[src/rtl/cpu_types_pkg.sv]
// rtl/cpu_types_pkg.sv - shared CPU pipeline types and constants
package cpu_types_pkg;

  typedef enum logic [1:0] {
    RUN   = 2'd0,
    DWAIT = 2'd1,
    HALT  = 2'd2
  } hazard_state_t;

  localparam logic [4:0] REG_ZERO = 5'd0;

endpackage

[src/rtl/sat_counter.sv]
// rtl/sat_counter.sv - saturating up-counter with synchronous clear
module sat_counter #(
  parameter int W = 8
) (
  input  logic         clk,
  input  logic         clr,
  input  logic         inc,
  output logic [W-1:0] count
);

  logic [W-1:0] count_q;
  logic [W-1:0] count_d;

  always_comb begin
    count_d = count_q;
    if (clr) begin
      count_d = '0;
    end else if (inc && (count_q != '1)) begin
      count_d = count_q + W'(1);
    end
  end

  always_ff @(posedge clk) begin
    count_q <= count_d;
  end

  assign count = count_q;

endmodule

[src/rtl/hazard_control_unit.sv]
// rtl/hazard_control_unit.sv - pipeline stage enable/flush and PC write control
// Resolves memory stalls, load-use, redirects, fetch misses and halt.
module hazard_control_unit
  import cpu_types_pkg::*;
#(
  parameter int STALL_W = 32,
  parameter int FLUSH_W = 16
) (
  input  logic               CLK,
  input  logic               RST,
  input  logic               ihit,
  input  logic               dhit,
  input  logic               mem_req,
  input  logic               idex_dREN,
  input  logic [4:0]         idex_rt,
  input  logic [4:0]         ifid_rs,
  input  logic [4:0]         ifid_rt,
  input  logic               ifid_uses_rt,
  input  logic               branch_taken,
  input  logic               halt_in,
  output logic               pc_EN,
  output logic               IF_EN,
  output logic               ID_EN,
  output logic               EX_EN,
  output logic               MEM_EN,
  output logic               IF_FLUSH,
  output logic               ID_FLUSH,
  output logic               EX_FLUSH,
  output logic               MEM_FLUSH,
  output logic               halt,
  output logic [STALL_W-1:0] stall_count,
  output logic [FLUSH_W-1:0] flush_count
);

  hazard_state_t state_q, state_d;
  logic          ihit_pend_q, ihit_pend_d;
  logic          fetch_ok, dstall, load_use;
  logic          stall_inc, flush_inc;

  assign fetch_ok = ihit | ihit_pend_q;
  assign dstall   = mem_req & ~dhit;
  assign load_use = idex_dREN & (idex_rt != REG_ZERO) &
                    ((ifid_rs == idex_rt) | (ifid_uses_rt & (ifid_rt == idex_rt)));

  always_comb begin
    pc_EN       = 1'b0;
    IF_EN       = 1'b0;
    ID_EN       = 1'b0;
    EX_EN       = 1'b0;
    MEM_EN      = 1'b0;
    IF_FLUSH    = 1'b0;
    ID_FLUSH    = 1'b0;
    EX_FLUSH    = 1'b0;
    MEM_FLUSH   = 1'b0;
    halt        = 1'b0;
    state_d     = state_q;
    ihit_pend_d = ihit_pend_q;
    stall_inc   = 1'b0;
    flush_inc   = 1'b0;
    if (RST) begin
      state_d     = RUN;
      ihit_pend_d = 1'b0;
    end else if (state_q == HALT) begin
      halt = 1'b1;
    end else begin
      // DWAIT and RUN share every output decision; state only records the wait.
      state_d = RUN;
      if (dstall) begin
        state_d = DWAIT;
      end else if (halt_in) begin
        {IF_EN, ID_EN, EX_EN, MEM_EN} = 4'b1111;
        {IF_FLUSH, ID_FLUSH, EX_FLUSH} = 3'b111;
        state_d = HALT;
      end else if (branch_taken) begin
        {IF_EN, ID_EN, EX_EN, MEM_EN} = 4'b1111;
        {IF_FLUSH, ID_FLUSH, EX_FLUSH} = 3'b111;
        pc_EN     = 1'b1;
        flush_inc = 1'b1;
      end else if (load_use) begin
        {ID_EN, EX_EN, MEM_EN} = 3'b111;
        ID_FLUSH = 1'b1;
      end else if (!fetch_ok) begin
        {IF_EN, ID_EN, EX_EN, MEM_EN} = 4'b1111;
        IF_FLUSH = 1'b1;
      end else begin
        {IF_EN, ID_EN, EX_EN, MEM_EN} = 4'b1111;
        pc_EN = 1'b1;
      end
      // A fetch that lands while the PC is frozen is remembered until the PC moves.
      ihit_pend_d = pc_EN ? 1'b0 : (ihit_pend_q | ihit);
      stall_inc   = ~pc_EN;
    end
  end

  always_ff @(posedge CLK) begin
    if (RST) begin
      state_q     <= RUN;
      ihit_pend_q <= 1'b0;
    end else begin
      state_q     <= state_d;
      ihit_pend_q <= ihit_pend_d;
    end
  end

  sat_counter #(.W(STALL_W)) u_stall_cnt (
    .clk   (CLK),
    .clr   (RST),
    .inc   (stall_inc),
    .count (stall_count)
  );

  sat_counter #(.W(FLUSH_W)) u_flush_cnt (
    .clk   (CLK),
    .clr   (RST),
    .inc   (flush_inc),
    .count (flush_count)
  );

endmodule

[config.mk]
export PLATFORM = sky130hd
export DESIGN_NAME = hazard_control_unit
export DESIGN_NICKNAME = d
export VERILOG_FILES = /design/src/rtl/cpu_types_pkg.sv /design/src/rtl/sat_counter.sv /design/src/rtl/hazard_control_unit.sv
export SDC_FILE = /design/constraint.sdc
export NUM_CORES = 1
export LEC_CHECK = 0
export BUFFER_PORTS_ARGS = -buffer_cell sky130_fd_sc_hd__buf_2
export CAP_MARGIN = 10
export CORE_MARGIN = 4
export CORE_UTILIZATION = 45
export DETAILED_ROUTE_END_ITERATION = 8
export GPL_ROUTABILITY_DRIVEN = 0
export GPL_TIMING_DRIVEN = 0
export PLACE_DENSITY = 0.71
export SLEW_MARGIN = 20
export SYNTH_ARGS = -nofsm -noshare
export SYNTH_HDL_FRONTEND = slang
export SYNTH_SLANG_ARGS = --single-unit
[constraint.sdc]
create_clock -name CLK -period 2.9 [get_ports CLK]
set_input_delay 0.145 -clock CLK [delete_from_list [all_inputs] [get_ports CLK]]
set_output_delay 0.145 -clock CLK [all_outputs]
set_load 0.02 [all_outputs]
* After elaboration in Yosys (flattened, before gate mapping)
Index checks and enable logic that the tools add are counted.
** Operators by class
- Add/subtract/negate cells :: 2
- Equal/unequal tests :: 5
- Mux-type cells :: 47
- Bitwise operators :: 8
- Reduce and logical (&&, ||, !) cells :: 3
** Operators by type and width (count)
- 1-bit two-way mux :: 45
- 32-bit by 1-bit adder with 32-bit output (second input constant) :: 1
- 32-bit inequality test (second input constant) :: 1
- 16-bit by 1-bit adder with 16-bit output (second input constant) :: 1
- 16-bit inequality test (second input constant) :: 1
- 5-bit == test :: 2
- 5-bit nonzero test :: 1
- 1-bit bitwise AND :: 4
- 2-bit two-way mux :: 2
- 2-bit == test (second input constant) :: 1
- 1-bit logical AND :: 2
- 1-bit NOT :: 2
- 1-bit bitwise OR :: 2
** Word-level totals
- Register bits :: 51
- Input port bits :: 24
- Output and inout port bits :: 58
- Word-level logic and storage cells :: 69

* Depth between registers and ports, before layout
- Depth in word-level cells :: 14
- Mapped depth :: 9

* Hierarchy
From an unflattened synthesis, not the netlist that was laid out.
** Unflattened totals
- Cells, all modules :: 335
- Area, all modules :: 2808.9 µm²
** Modules (own cells, without submodules)
- sat_counter (u_stall_cnt) :: instances 1, cells each 187, area each 1606.5 µm², sequential area each 640.6 µm²
- sat_counter (u_flush_cnt) :: instances 1, cells each 99, area each 848.3 µm², sequential area each 320.3 µm²
- hazard_control_unit :: instances 1, cells each 49, area each 354.1 µm², sequential area each 60.1 µm²

* Worst setup path after synthesis
No wires, ideal clock.
- Path type :: reg2reg
- Start point :: register u_stall_cnt.count_q[12] (netlist: u_stall_cnt.count[12])
- End point :: register u_stall_cnt.count_q[27] (netlist: u_stall_cnt.count[27])
- Library setup time :: 0.121 ns
- Arrival :: 2.245 ns
- Slack :: 0.534 ns
- Cell stages (with the launch flop) :: 9
- Buffers on the path :: 2
- Clock period less this slack :: 2.366 ns
- Cell sequence :: dfxtp_1 -> and4_1 -> buf_4 -> nand4_2 -> a211o_1 -> or4_1 -> clkbuf_2 -> nor3_1 -> mux2_2
** On the way
- Word-level cells in the longest chain between the ends :: 2
- Elaborated cells between the ends (all ways) :: 3
** Ends and longest elaborated chain
- from (decl) :: line sat_counter.sv:11 : logic [W-1:0] count_q;
- from (signal assigned) :: line sat_counter.sv:24 : count_q <= count_d;
- branches (longest 2 deep; another with 32-bit by 1-bit adder with 32-bit output)
Several ways; the timed one is not identified.
A chain may end at the register's enable or synchronous reset.

* Worst setup path in the final report
- Start point :: register u_stall_cnt.count_q[7] (netlist: u_stall_cnt.count[7])
- End point :: register u_stall_cnt.count_q[1] (netlist: u_stall_cnt.count[1])
** On the way
- Word-level cells in the longest chain between the ends :: 2
** Ends and longest elaborated chain
- 32-bit inequality test :: line sat_counter.sv:18 : end else if (inc && (count_q != '1)) begin
- 1-bit logical AND :: line sat_counter.sv:18
Every way passes these cells.

==> impl_metrics.json <==
{
  "drcViolationCount": 0,
  "worstPathMaxFanout": 10,
  "fillerInstances": 606,
  "path_class": "reg2reg",
  "synth_common_cells": "dfxtp_1, nor2_1, a21oi_1, nand3_1, o21ai_0",
  "finalWirelength_mm": 6.71,
  "worst_pin_slew_ns": 0.575,
  "synth_cell_type_count": 43,
  "crit_required_ns": 3.08,
  "hold_violations": 0,
  "synth_warnings": 0,
  "tns_ns": 0,
  "nets": 454,
  "synthToLayoutAreaGrowth_pct": 21.7,
  "finalSetupViolCount": 0,
  "core_um2": 5890,
  "grt_max_degree": 16,
  "fin_cells": 504,
  "drt-initial-drc-count": 106,
  "switchingPower_w": 0.000327,
  "p_comb_share_pct": 11.0,
  "yosysMostFrequentCell": "dfxtp_1",
  "power_frac_seq_pct": 56.7,
  "relSlewSlack_pct": 61.4,
  "grt_pass1_wl_mm": 11.6,
  "finalMaxSlewViolations": 0,
  "cp-start-kind": "flip-flop",
  "yosys.area.top_type": "dfxtp_1",
  "synth.top_cell.area_share_pct": 37.5,
  "status": "completed",
  "power_density_nw_per_um2": 378,
  "async_flop_share_pct": 0,
  "clockBufferDepth": 2,
  "synthCells": 340,
  "fin_crit_sh_pct": 93.3,
  "intPower_w": 0.000926,
  "crit_path_start": "u_stall_cnt.count[7]$_SDFFE_PP0P_",
  "r2r_end": "u_stall_cnt.count[1]$_SDFFE_PP0P_",
  "syn_area_um2": 2720,
  "finalPower_w": 0.00125,
  "antenna_cells": 0,
  "dp.cells": 494,
  "numCtsBuffers": 5,
  "crit_arrival_ns": 2.88,
  "ff_latch_area_um2": 1020,
  "vias": 2760,
  "hp-start": "mem_req",
  "endpoint": "u_stall_cnt.count[1]$_SDFFE_PP0P_",
  "cap_violations": 0,
  "leakage_nw": 1.27,
  "seq_area_frac_synth_pct": 37.5,
  "root_buffer": "clkbuf_8",
  "ys_ff_latch": 51,
  "hold_class": "in2reg",
  "initial_core_util_pct": 46.2,
  "synth_area_leaders": "dfxtp_1, xnor2_1, a21oi_1",
  "cts_tree": "done",
  "first_pass_iters": 4,
  "clkTransAtPathRegs_ns": 0.09,
  "antenna_found_initial": 0,
  "cts_htree_levels": 2,
  "syn-num-nets": 366,
  "track_usage_pct": 18.8,
  "clock.fmax_mhz": 370,
  "insertion_delay_ns": 0.30,
  "numClockSinks": 51,
  "first_global_vias": 2624,
  "power_frac_clock_pct": 32.3,
  "ioPinCount": 82,
  "vias_per_cell": 5.48,
  "multi_input_area_um2": 1580,
  "r2r-start": "u_stall_cnt.count[7]$_SDFFE_PP0P_",
  "die_area_um2": 7360,
  "layout-drive-gt1-share_pct": 24.2,
  "wl_per_cell_um": 13.3,
  "core.rowCount": 28,
  "p_sw_share_pct": 26.1,
  "grt_overflow": 0,
  "place_area_um2": 3210,
  "io_buffers": 79,
  "vdd_drop_max_v": 0.000181,
  "syn_area_per_cell_um2": 8.00,
  "place_hpwl_mm": 5.20,
  "holdWs_ns": 0.150,
  "synth_edf_count": 0,
  "ant_nets": 0,
  "r2r_setup_slack_ns": 0.19,
  "fin_area_um2": 3310,
  "period_minus_slack_ns": 2.71,
  "ctsResizeCount": 0,
  "worst_r2r_path_depth": 8,
  "dieHeight_um": 85.8,
  "ys.flop_type": "dfxtp_1",
  "endpoint_kind": "flip-flop",
  "skew_ns": 0.00574,
  "chipWidth_um": 85.8
}
area by class of cell:
class / instances / area share [%]
inverters: 13 / 1.47
clock buffers: 6 / 2.19
repair buffers: 81 / 12.4
plain buffers: 15 / 2.31
clock inverters: 2 / 0.378
multi-input cells: 261 / 47.6
well taps: 75 / 2.83
flip-flops and latches: 51 / 30.8
flip-flops by register name (all words and copies together), names as in the netlist:
register           cells
u_flush_cnt.count     16
state_q                2
u_stall_cnt.count     32
ihit_pend_q            1
worst min path at each step:
stage               cells after the start                       to
floorplan                               2  state_q[1]$_SDFFE_PP0N_
global placement                        3  state_q[0]$_SDFFE_PP0N_
detailed placement                      3  state_q[0]$_SDFFE_PP0N_
CTS                                     3  state_q[0]$_SDFFE_PP0N_
global route                            3  state_q[0]$_SDFFE_PP0N_
finish                                  3  state_q[0]$_SDFFE_PP0N_
kinds of logic (layout without fill, tap and decap cells):
kind of cell | Yosys count | count (layout) | synth area share (%)
compound gates | 69 | 69 | 14.5
xor+xnor | 25 | 25 | 8.05
fa+ha+maj | 2 | 2 | 0.919
buf+inv | 28 | 117 | 4.60
flops | 51 | 51 | 37.5
mux | 6 | 6 | 2.34
other cells | 1 | 1 | 0.138
simple gates | 158 | 158 | 32.0
cells in the final DEF (no fill, tap or decap), drive strengths merged, types with 2 or more instances in the layout:
| master | count |
|---|---|
| and2 | 2 |
| nor4b | 2 |
| inv | 13 |
| xnor2 | 18 |
| nor2b | 4 |
| nand3 | 22 |
| mux2i | 3 |
| buf | 89 |
| nand4 | 19 |
| ha | 2 |
| nor4 | 5 |
| xor2 | 7 |
| o31ai | 10 |
| or3 | 18 |
| or4 | 13 |
| a21oi | 31 |
| mux2 | 3 |
| nor3 | 11 |
| nor2 | 35 |
| nand2b | 3 |
| nand2 | 18 |
| and4 | 4 |
| o21ai | 20 |
| clkbuf | 13 |
| dfxtp | 51 |
stage by stage:
step / worst slack, ns / utilization [%]
global route: -0.00126 / 56.3
CTS: 0.119 / 56.0
detailed placement: 0.135 / 54.5
finish: 0.195 / 56.3
floorplan: 0.534 / -
global placement: 0.127 / 54.5
layer usage:
metal / wire length, µm / global-route usage, %
met2: 3360 / 33.5
met5: 0 / 0
met4: 41 / 3.74
met1: 3060 / 23.9
met3: 252 / 2.98
critical path: stages (launching register included):
cell,delay (ns)
dfxtp_1,0.44
nand4_1,0.33
nor4b_4,0.52
nand3_1,0.24
nand3_1,0.27
buf_2,0.26
buf_2,0.26
mux2i_1,0.21
nor2_1,0.05
repair_timing:
item | in CTS | in global routing
hold endpoints to repair | 0 | 0
setup buffers | 0 | 2
endpoints found under the setup margin | 0 | 10
hold buffers | 0 | 0
power groups by stage:
stage	Combinational, W	Sequential, W	Clock, W
detailed placement	0.000139	0.000726	0
global route	0.000156	0.000711	0.000445
global placement	0.000137	0.000726	0
floorplan	0.0000864	0.000728	0
CTS	0.000140	0.000710	0.000419
finish	0.000138	0.000710	0.000405
Power figures use the tool's default switching activity.
